**config.mk**
```make
export PLATFORM = sky130hd
export DESIGN_NAME = fifo_downsize_rd_ctrl_flat
export DESIGN_NICKNAME = d
export VERILOG_FILES = /design/src/rtl/fifo_downsize_rd_ctrl_if.sv /design/src/rtl/fifo_downsize_rd_ctrl.sv /design/src/flat_wrapper.sv
export SDC_FILE = /design/constraint.sdc
export NUM_CORES = 1
export LEC_CHECK = 0
export BUFFER_PORTS_ARGS = -buffer_cell sky130_fd_sc_hd__buf_2
export CAP_MARGIN = 30
export CORE_ASPECT_RATIO = 0.75
export CORE_MARGIN = 2
export CORE_UTILIZATION = 34
export DETAILED_ROUTE_END_ITERATION = 12
export PLACE_DENSITY = 0.83
export RECOVER_POWER = 50
export SLEW_MARGIN = 40
export SYNTH_ARGS = -nofsm -noshare
export SYNTH_HDL_FRONTEND = slang
export SYNTH_SLANG_ARGS = --single-unit
```
**constraint.sdc**
```tcl
create_clock -name clk -period 3.35 [get_ports clk]
set_clock_uncertainty 0.05 [all_clocks]
set_input_delay 0.335 -clock clk [delete_from_list [all_inputs] [get_ports clk]]
set_output_delay 0.335 -clock clk [all_outputs]
set_load 0.02 [all_outputs]
```
**src/rtl/fifo_downsize_rd_ctrl_if.sv**
```systemverilog
// -----------------------------------------------------------------------------
// fifo_downsize_rd_ctrl_if
// Groups the FIFO read-side controls and the narrow output stream of the
// downsizing FIFO read controller.
//
// Signals:
//   fifo_empty      FIFO empty flag (pre-pop in the pop cycle)
//   fifo_data       FIFO output register: selected lane plus metadata
//   fifo_rd_en      pop the head entry
//   fifo_rd_src     lane select into the FIFO
//   fifo_data_hold  freeze the FIFO output register
//   m_valid         narrow beat valid
//   m_ready         downstream ready
//   m_data          narrow beat data
//   m_last          last beat of transfer
//   protocol_err    sticky malformed-entry flag
//
// Modports:
//   master  the read controller
//   slave   the FIFO plus downstream consumer
// -----------------------------------------------------------------------------
interface fifo_downsize_rd_ctrl_if #(
    parameter int DATA_WIDTH_IN    = 64,
    parameter int DATA_WIDTH_OUT   = 32,
    parameter int EXTRA_DATA_WIDTH = 8
);
    localparam int RATIO = DATA_WIDTH_IN / DATA_WIDTH_OUT;
    localparam int SEL_W = $clog2(RATIO);

    logic                                       fifo_empty;
    logic [DATA_WIDTH_OUT+EXTRA_DATA_WIDTH-1:0] fifo_data;
    logic                                       fifo_rd_en;
    logic [SEL_W-1:0]                           fifo_rd_src;
    logic                                       fifo_data_hold;
    logic                                       m_valid;
    logic                                       m_ready;
    logic [DATA_WIDTH_OUT-1:0]                  m_data;
    logic                                       m_last;
    logic                                       protocol_err;

    modport master (
        input  fifo_empty, fifo_data, m_ready,
        output fifo_rd_en, fifo_rd_src, fifo_data_hold,
        output m_valid, m_data, m_last, protocol_err
    );

    modport slave (
        output fifo_empty, fifo_data, m_ready,
        input  fifo_rd_en, fifo_rd_src, fifo_data_hold,
        input  m_valid, m_data, m_last, protocol_err
    );
endinterface

```
**src/rtl/fifo_downsize_rd_ctrl.sv**
```systemverilog
// -----------------------------------------------------------------------------
// fifo_downsize_rd_ctrl
// Read-side controller for the downsizing FIFO. Walks the narrow lanes of the
// head entry (from its start lane to its end lane) by steering the FIFO lane
// select / hold / pop controls, and presents them as a narrow valid/ready
// stream with last-beat marking.
//
// Ports:
//   clk   clock
//   rst   asynchronous active-high reset
//   bus   fifo_downsize_rd_ctrl_if.master (FIFO controls + narrow stream)
// -----------------------------------------------------------------------------
module fifo_downsize_rd_ctrl #(
    parameter int DATA_WIDTH_IN    = 64,
    parameter int DATA_WIDTH_OUT   = 32,
    parameter int EXTRA_DATA_WIDTH = 8
) (
    input logic                     clk,
    input logic                     rst,
    fifo_downsize_rd_ctrl_if.master bus
);
    localparam int RATIO = DATA_WIDTH_IN / DATA_WIDTH_OUT;
    localparam int SEL_W = $clog2(RATIO);

    typedef enum logic [1:0] {StIdle, StPrime, StSend, StDrain} state_t;

    state_t           state;
    logic [SEL_W-1:0] cur;
    logic [SEL_W-1:0] end_r;
    logic             last_r;
    logic             err_r;

    // Metadata fields of the head entry; only meaningful in StPrime.
    logic [SEL_W-1:0] meta_start;
    logic [SEL_W-1:0] meta_end;
    logic             meta_last;
    logic             at_end;

    assign meta_start = bus.fifo_data[DATA_WIDTH_OUT +: SEL_W];
    assign meta_end   = bus.fifo_data[DATA_WIDTH_OUT + SEL_W +: SEL_W];
    assign meta_last  = bus.fifo_data[DATA_WIDTH_OUT + 2*SEL_W];
    assign at_end     = (cur == end_r);

    always_ff @(posedge clk or posedge rst) begin
        if (rst) begin
            state  <= StIdle;
            cur    <= '0;
            end_r  <= '0;
            last_r <= 1'b0;
            err_r  <= 1'b0;
        end else begin
            unique case (state)
                StIdle: begin
                    if (!bus.fifo_empty) state <= StPrime;
                end
                StPrime: begin
                    cur    <= meta_start;
                    last_r <= meta_last;
                    // A reversed range collapses to a single beat of the start lane.
                    if (meta_end < meta_start) begin
                        end_r <= meta_start;
                        err_r <= 1'b1;
                    end else begin
                        end_r <= meta_end;
                    end
                    state <= StSend;
                end
                StSend: begin
                    if (bus.m_ready) begin
                        if (at_end) state <= StDrain;
                        else        cur   <= cur + SEL_W'(1);
                    end
                end
                StDrain: begin
                    state <= StIdle;
                end
                default: state <= StIdle;
            endcase
        end
    end

    // FIFO steering: the output register reloads on every edge unless held,
    // so the lane select always names the lane wanted in the next cycle.
    always_comb begin
        bus.fifo_rd_src    = '0;
        bus.fifo_data_hold = 1'b0;
        bus.fifo_rd_en     = 1'b0;
        unique case (state)
            StPrime: bus.fifo_rd_src = meta_start;
            StSend: begin
                if (!bus.m_ready) begin
                    bus.fifo_data_hold = 1'b1;
                    bus.fifo_rd_src    = cur;
                end else if (!at_end) begin
                    bus.fifo_rd_src = cur + SEL_W'(1);
                end else begin
                    bus.fifo_rd_en = 1'b1;
                end
            end
            default: ;
        endcase
    end

    assign bus.m_valid      = (state == StSend);
    assign bus.m_last       = (state == StSend) && last_r && at_end;
    assign bus.m_data       = bus.fifo_data[DATA_WIDTH_OUT-1:0];
    assign bus.protocol_err = err_r;
endmodule
```
**src/flat_wrapper.sv**
```systemverilog
// flat-port wrapper written by rule: the top's interface ports become plain ports
module fifo_downsize_rd_ctrl_flat 
#(
    parameter int DATA_WIDTH_IN    = 64,
    parameter int DATA_WIDTH_OUT   = 32,
    parameter int EXTRA_DATA_WIDTH = 8
)
  (clk, rst, bus_fifo_empty, bus_fifo_data, bus_m_ready, bus_fifo_rd_en, bus_fifo_rd_src, bus_fifo_data_hold, bus_m_valid, bus_m_data, bus_m_last, bus_protocol_err);
  fifo_downsize_rd_ctrl_if #(.DATA_WIDTH_IN(DATA_WIDTH_IN), .DATA_WIDTH_OUT(DATA_WIDTH_OUT), .EXTRA_DATA_WIDTH(EXTRA_DATA_WIDTH)) bus_i ();
  input logic clk;
  input logic rst;
  input wire logic [$bits(bus_i.fifo_empty)-1:0] bus_fifo_empty;
  input wire logic [$bits(bus_i.fifo_data)-1:0] bus_fifo_data;
  input wire logic [$bits(bus_i.m_ready)-1:0] bus_m_ready;
  output wire logic [$bits(bus_i.fifo_rd_en)-1:0] bus_fifo_rd_en;
  output wire logic [$bits(bus_i.fifo_rd_src)-1:0] bus_fifo_rd_src;
  output wire logic [$bits(bus_i.fifo_data_hold)-1:0] bus_fifo_data_hold;
  output wire logic [$bits(bus_i.m_valid)-1:0] bus_m_valid;
  output wire logic [$bits(bus_i.m_data)-1:0] bus_m_data;
  output wire logic [$bits(bus_i.m_last)-1:0] bus_m_last;
  output wire logic [$bits(bus_i.protocol_err)-1:0] bus_protocol_err;
  assign bus_i.fifo_empty = bus_fifo_empty;
  assign bus_i.fifo_data = bus_fifo_data;
  assign bus_i.m_ready = bus_m_ready;
  assign bus_fifo_rd_en = bus_i.fifo_rd_en;
  assign bus_fifo_rd_src = bus_i.fifo_rd_src;
  assign bus_fifo_data_hold = bus_i.fifo_data_hold;
  assign bus_m_valid = bus_i.m_valid;
  assign bus_m_data = bus_i.m_data;
  assign bus_m_last = bus_i.m_last;
  assign bus_protocol_err = bus_i.protocol_err;
  fifo_downsize_rd_ctrl #(.DATA_WIDTH_IN(DATA_WIDTH_IN), .DATA_WIDTH_OUT(DATA_WIDTH_OUT), .EXTRA_DATA_WIDTH(EXTRA_DATA_WIDTH)) u_core (.clk(clk), .rst(rst), .bus(bus_i));
endmodule
```
==> results of run 1 <==
cell type report:
cell class	instances	area (um^2)	area share, %
timing repair buffer	13	70.1	13.5
sequential	6	150	28.8
clock buffer	3	22.5	4.33
inverter	6	22.5	4.33
multi-input combinational	24	228	43.7
tap	22	27.5	5.29
cell usage in the layout (no fill, tap or decap), drive strengths merged:
master,instances
mux2i,1
o32a,1
dlygate4sd3,1
nor2,2
o21bai,1
mux2,2
inv,6
o211a,1
nand2,1
a21oi,2
nor2b,1
ha,5
dfrtp,6
and3,2
and2b,1
clkbuf,3
a221oi,1
o21ai,1
xnor2,1
and2,1
buf,12
power groups by stage:
stage | combinational [uW] | clock [uW] | sequential (uW)
CTS | 339 | 67.8 | 136
finish | 333 | 62.6 | 135
floorplan | 314 | 0 | 134
global placement | 324 | 0 | 133
global route | 373 | 69.4 | 138
detailed placement | 336 | 0 | 137
worst paths after layout:
kind / startpoint / endpoint / slack [ns] / cells after the start
setup / recovery: u_core.state[1]$_DFFE_PP0P_ / bus_fifo_rd_src / 1.46 / 6
hold / removal: bus_fifo_data[33] / u_core.bus.protocol_err$_DFFE_PP0P_ / 0.25 / 2
setup reg to reg: u_core.cur$_DFFE_PP0P_ / u_core.state[1]$_DFFE_PP0P_ / 1.75 / 5
hold reg to reg: u_core.bus.protocol_err$_DFFE_PP0P_ / u_core.bus.protocol_err$_DFFE_PP0P_ / 0.42 / 1
max in group asynchronous: rst / u_core.cur$_DFFE_PP0P_ / 2.56 / 3
min in group asynchronous: rst / u_core.last_r$_DFFE_PP0N_ / 0.50 / 3
sequential cells by signal, indices dropped and copies added, names as in the netlist:
name / cells
u_core.state: 2
u_core.bus.protocol_err: 1
u_core.cur: 1
u_core.end_r: 1
u_core.last_r: 1
cells by family (layout without fill, tap and decap cells):
group	Yosys count	count (layout)	synth area share [%]
flip-flops	6	6	23.4
AND/OR/NAND/NOR	8	8	8.01
buffers and inverters	38	22	41.0
AO/OA/AOI/OAI	7	7	10.7
multiplexers	3	3	5.66
adder cells (fa/ha/maj)	5	5	9.77
XOR/XNOR	1	1	1.37
per-layer routing:
| metal | vias up | GRT usage, % | part of all wire (%) |
|---|---|---|---|
| met2 | 21 | 14.0 | 47 |
| met5 | - | 0 | 0 |
| met3 | 10 | 3.24 | 13 |
| li1 | 157 | - | - |
| met4 | 0 | 10.5 | 5.9 |
| met1 | 145 | 9.78 | 33 |
worst max-delay path, cell delays in order (launching register included):
cell     delay, ns
dfrtp_1       0.40
inv_1         0.10
ha_1          0.25
nand2_1       0.12
o21ai_1       0.10
and2_1        0.14
buf_2         0.16
per-stage QoR:
stage / instances / util (%)
5_1_grt: 74 / 29.6
2_1_floorplan: 68 / -
6_report: 74 / 29.6
3_3_place_gp: 70 / 27.8
4_1_cts: 74 / 29.6
3_5_place_dp: 70 / 27.8
repair_timing:
action,4_1_cts,5_1_grt
hold buffers,1,0
setup endpoints to repair,0,0
buffers inserted,0,0
hold endpoints to repair,6,0
==> results.cfg, run 1 <==
[timing]
tightest_slew_ns = 0.235
setup_tns_ns = 0
min_period_ns = 1.89
hold_viol_final = 0
max_slew_margin_pct = 84.3
whs_ns = 0.255
setup_viol = 0
grt_setup_unrepaired = false
slew_violations = 0
fin_ws_ns = 1.46
fmax_mhz = 530
period_share_pct = 56.3

[pwr]
peakVddDrop_uv = 277
netSwitchingFraction_pct = 41.3
p_comb_share_pct = 62.7
p_per_area_nw_per_um2 = 1020
power_frac_seq_pct = 25.5
p_clk_share_pct = 11.8
power_uw = 530
intPower_uw = 311
power_leakage_uw = 0.000277
switchingPower_uw = 219

[detailed_routing]
viasPerCell = 4.50
firstDrtPassIters = 2
remaining_drc_errors = 0
routed_wl_um = 1070
vias = 333
drt_iter0_drc = 6
wl_per_cell_um = 14.4
postRouteAntennaNets = 0

[clock_tree]
ctsLongestPathBuffers = 2
htree_levels = 1
path_clk_slew_ns = 0.04
clk_latency_ns = 0.23
cts-resized-gates = 0
cts_buffers = 3
cts_root_buf = clkbuf_4
cts.sinks = 6
cts_tree = done

[floorplan]
dieArea_um2 = 2250
die_x_um = 54.1
core_region_area_um2 = 1760
ios = 82
start_util_pct = 36.5
die_h_um = 41.6
rows = 13

[synthesis]
synth_most_common_cell = buf_4
synthTopCellsByArea = buf_4 (38%), dfrtp_1 (23%), ha_1 (9.8%), a221oi_4 (4.1%), inv_1 (3.5%)
synth_fp_nets = 117
synth_ff_type = dfrtp_1
async_reset_ff_share_pct = 100
ys_ff_latch = 6
synth-edff-count = 0
yosys.area.top_type = buf_4
netlist_top_cells_count = buf_4 (32), dfrtp_1 (6), inv_1 (6)
synth_top_area_share_pct = 37.5
synth_cell_types = 20
syn_avg_cell_area_um2 = 9.42
ys_seq_area_share_pct = 23.4
syn-cell-area_um2 = 641
ys_warn_count = 0
syn_inst = 68

[layout]
num-nets-final = 103
area_delta_synth_final_pct = -18.7
n_fill_cell = 201
final_cell_area_um2 = 520
diodes = 0
drive_above_1_share_pct = 36.5

[run_status]
outcome = finished, final reports clean

[grt]
grt_max_degree = 7
antenna_found_initial = 0
grt-ovfl-total = 0
grt_pass1_wl_um = 1550
grt_usage_pct = 9.57
grt_pass1_vias = 353

[setup_path]
start_kind = flip-flop
crit_arrival_ns = 1.50
crit_path_end_kind = primary output
cp.required_ns = 2.96
crit_type = reg2out
crit_fanout = 5

[placement]
place_congestion = 0.762
dp_hpwl_um = 932
port_buffers = 12
pre_cts_ws_ns = 1.67
placed_area_um2 = 488

[flow_run]
cap_violations = 0

[hold_path]
hp-class = in2reg
Power figures use the tool's default switching activity.
==> run 2, diff against run 1 <==
--- a/config.mk
+++ b/config.mk
@@ -9,9 +9,9 @@
 export CAP_MARGIN = 30
 export CORE_ASPECT_RATIO = 0.75
 export CORE_MARGIN = 2
-export CORE_UTILIZATION = 34
+export CORE_UTILIZATION = 28
 export DETAILED_ROUTE_END_ITERATION = 12
-export PLACE_DENSITY = 0.83
+export PLACE_DENSITY = 0.73
 export RECOVER_POWER = 50
 export SLEW_MARGIN = 40
 export SYNTH_ARGS = -nofsm -noshare
==> constraint.sdc (replaced) <==
create_clock -name clk -period 1.6 [get_ports clk]
set_clock_uncertainty 0.05 [all_clocks]
set_input_delay 0.16 -clock clk [delete_from_list [all_inputs] [get_ports clk]]
set_output_delay 0.16 -clock clk [all_outputs]
set_load 0.02 [all_outputs]
==> results.cfg, run 2 (synthesis results as in run 1) <==
[timing]
setup_tns_ns = 0
fmax_mhz = 640
min_period_ns = 1.56
slew_violations = 0
tightest_slew_ns = 0.251
grt_setup_unrepaired = true
setup_viol = 0
hold_viol_final = 0
period_share_pct = 97.7
max_slew_margin_pct = 83.3
whs_ns = 0.0778

[pwr]
p_clk_share_pct = 9.9
p_per_area_nw_per_um2 = 2200
netSwitchingFraction_pct = 40.1
switchingPower_uw = 534
peakVddDrop_uv = 525
intPower_uw = 798
power_frac_seq_pct = 22.6
power_leakage_uw = 0.000293
p_comb_share_pct = 67.5

[setup_path]
cp-startpoint = u_core.cur$_DFFE_PP0P_
crit_path_end_kind = primary output
r2r_setup_slack_ns = 0.08
crit_fanout = 3
crit_path_cell_trace = inv_2, ha_4, buf_4, and3_1, buf_6
cp.depth = 5
cp_slowest_cell = dfrtp_1
max_stage_delay_ns = 0.38
critical_path.top_delay_family = flip-flops
crit_type = reg2out
crit_arrival_ns = 1.35
r2r_start = u_core.state[0]$_DFFE_PP0P_
start_kind = flip-flop
cp.required_ns = 1.39
cp.buffers_inverters = 3
r2r_cells = 4

[floorplan]
rows = 14
ios = 82
die_x_um = 59.2
start_util_pct = 30.7
core_region_area_um2 = 2080
die_h_um = 45.4
dieArea_um2 = 2690

[placement]
dp_hpwl_um = 805
place_congestion = 0.763
port_buffers = 12

[flow_run]
cap_violations = 0

[hold_path]
hp-class = in2reg
holdPathStages = 2
min_from = bus_fifo_data[33]

[detailed_routing]
vias = 350
routed_wl_um = 1000
postRouteAntennaNets = 0
viasPerCell = 4.38
wl_per_cell_um = 12.5
remaining_drc_errors = 0
firstDrtPassIters = 2
drt_iter0_drc = 3

[clock_tree]
htree_levels = 1
cts_buffers = 3
cts.sinks = 6
cts_root_buf = clkbuf_4
cts_tree = done
ctsLongestPathBuffers = 2
clk_latency_ns = 0.23
path_clk_slew_ns = 0.04

[grt]
grt_usage_pct = 7.58
grt_pass1_vias = 351
antenna_found_initial = 0
grt_max_degree = 7
grt_pass1_wl_um = 1500
grt-ovfl-total = 0

[layout]
num-nets-final = 107
largest_register_ffs = 2
multi_input_area_um2 = 260
layout_common_cells = buf_2 (9), dfrtp_1 (5), buf_4 (4)
regArea_um2 = 151
final_util_pct = 29.1
n_fill_cell = 220
layout_commonest_cell = buf_2
max_flop_register = u_core.state
diodes = 0
area_delta_synth_final_pct = -5.47
drive_above_1_share_pct = 57.1

[run_status]
outcome = finished, final reports clean
run 2: layout make-up:
| class | instances | area share [%] |
|---|---|---|
| tap | 24 | 4.96 |
| clock buffer | 3 | 3.72 |
| timing repair buffer | 17 | 19.6 |
| sequential | 6 | 25.0 |
| multi-input combinational | 24 | 43.0 |
| inverter | 6 | 3.72 |
run 2: through the flow:
stage               cells  setup WS (ns)  total power [uW]  area (um^2)
detailed placement     74         0.0435              1040          505
global route           80        -0.0141              1430          606
global placement       74         0.0719              1010          505
floorplan              68         0.0705               938          641
CTS                    79         0.0122              1280          578
finish                 80         0.0373              1330          606
run 2: final timing paths:
kind	end
hold / removal	u_core.bus.protocol_err$_DFFE_PP0P_
min in group asynchronous	u_core.last_r$_DFFE_PP0N_
hold reg to reg	u_core.bus.protocol_err$_DFFE_PP0P_
setup reg to reg	u_core.state[1]$_DFFE_PP0P_
setup / recovery	bus_m_last
max in group asynchronous	u_core.state[1]$_DFFE_PP0P_
run 2: layer usage:
| metal | GRT usage, % | wire length [um] |
|---|---|---|
| met1 | 8.01 | 416 |
| met2 | 11.6 | 472 |
| met3 | 3.69 | 99 |
| met4 | 5.91 | 14 |
| met5 | 0 | 0 |
run 2: repair_timing:
| action | CTS | global route |
|---|---|---|
| hold buffers | 1 | 0 |
| resized for setup | 10 | 6 |
| endpoints found under the setup margin | 3 | 2 |
| buffers inserted | 1 | 1 |
| pin swaps | 1 | 1 |
| endpoints found under the hold margin | 6 | 0 |
run 2: power by group through the flow:
stage	Sequential (uW)	Clock, uW	Combinational, uW
detailed placement	285	0	756
global route	309	145	975
CTS	288	141	856
floorplan	281	0	658
global placement	282	0	733
finish	301	132	899
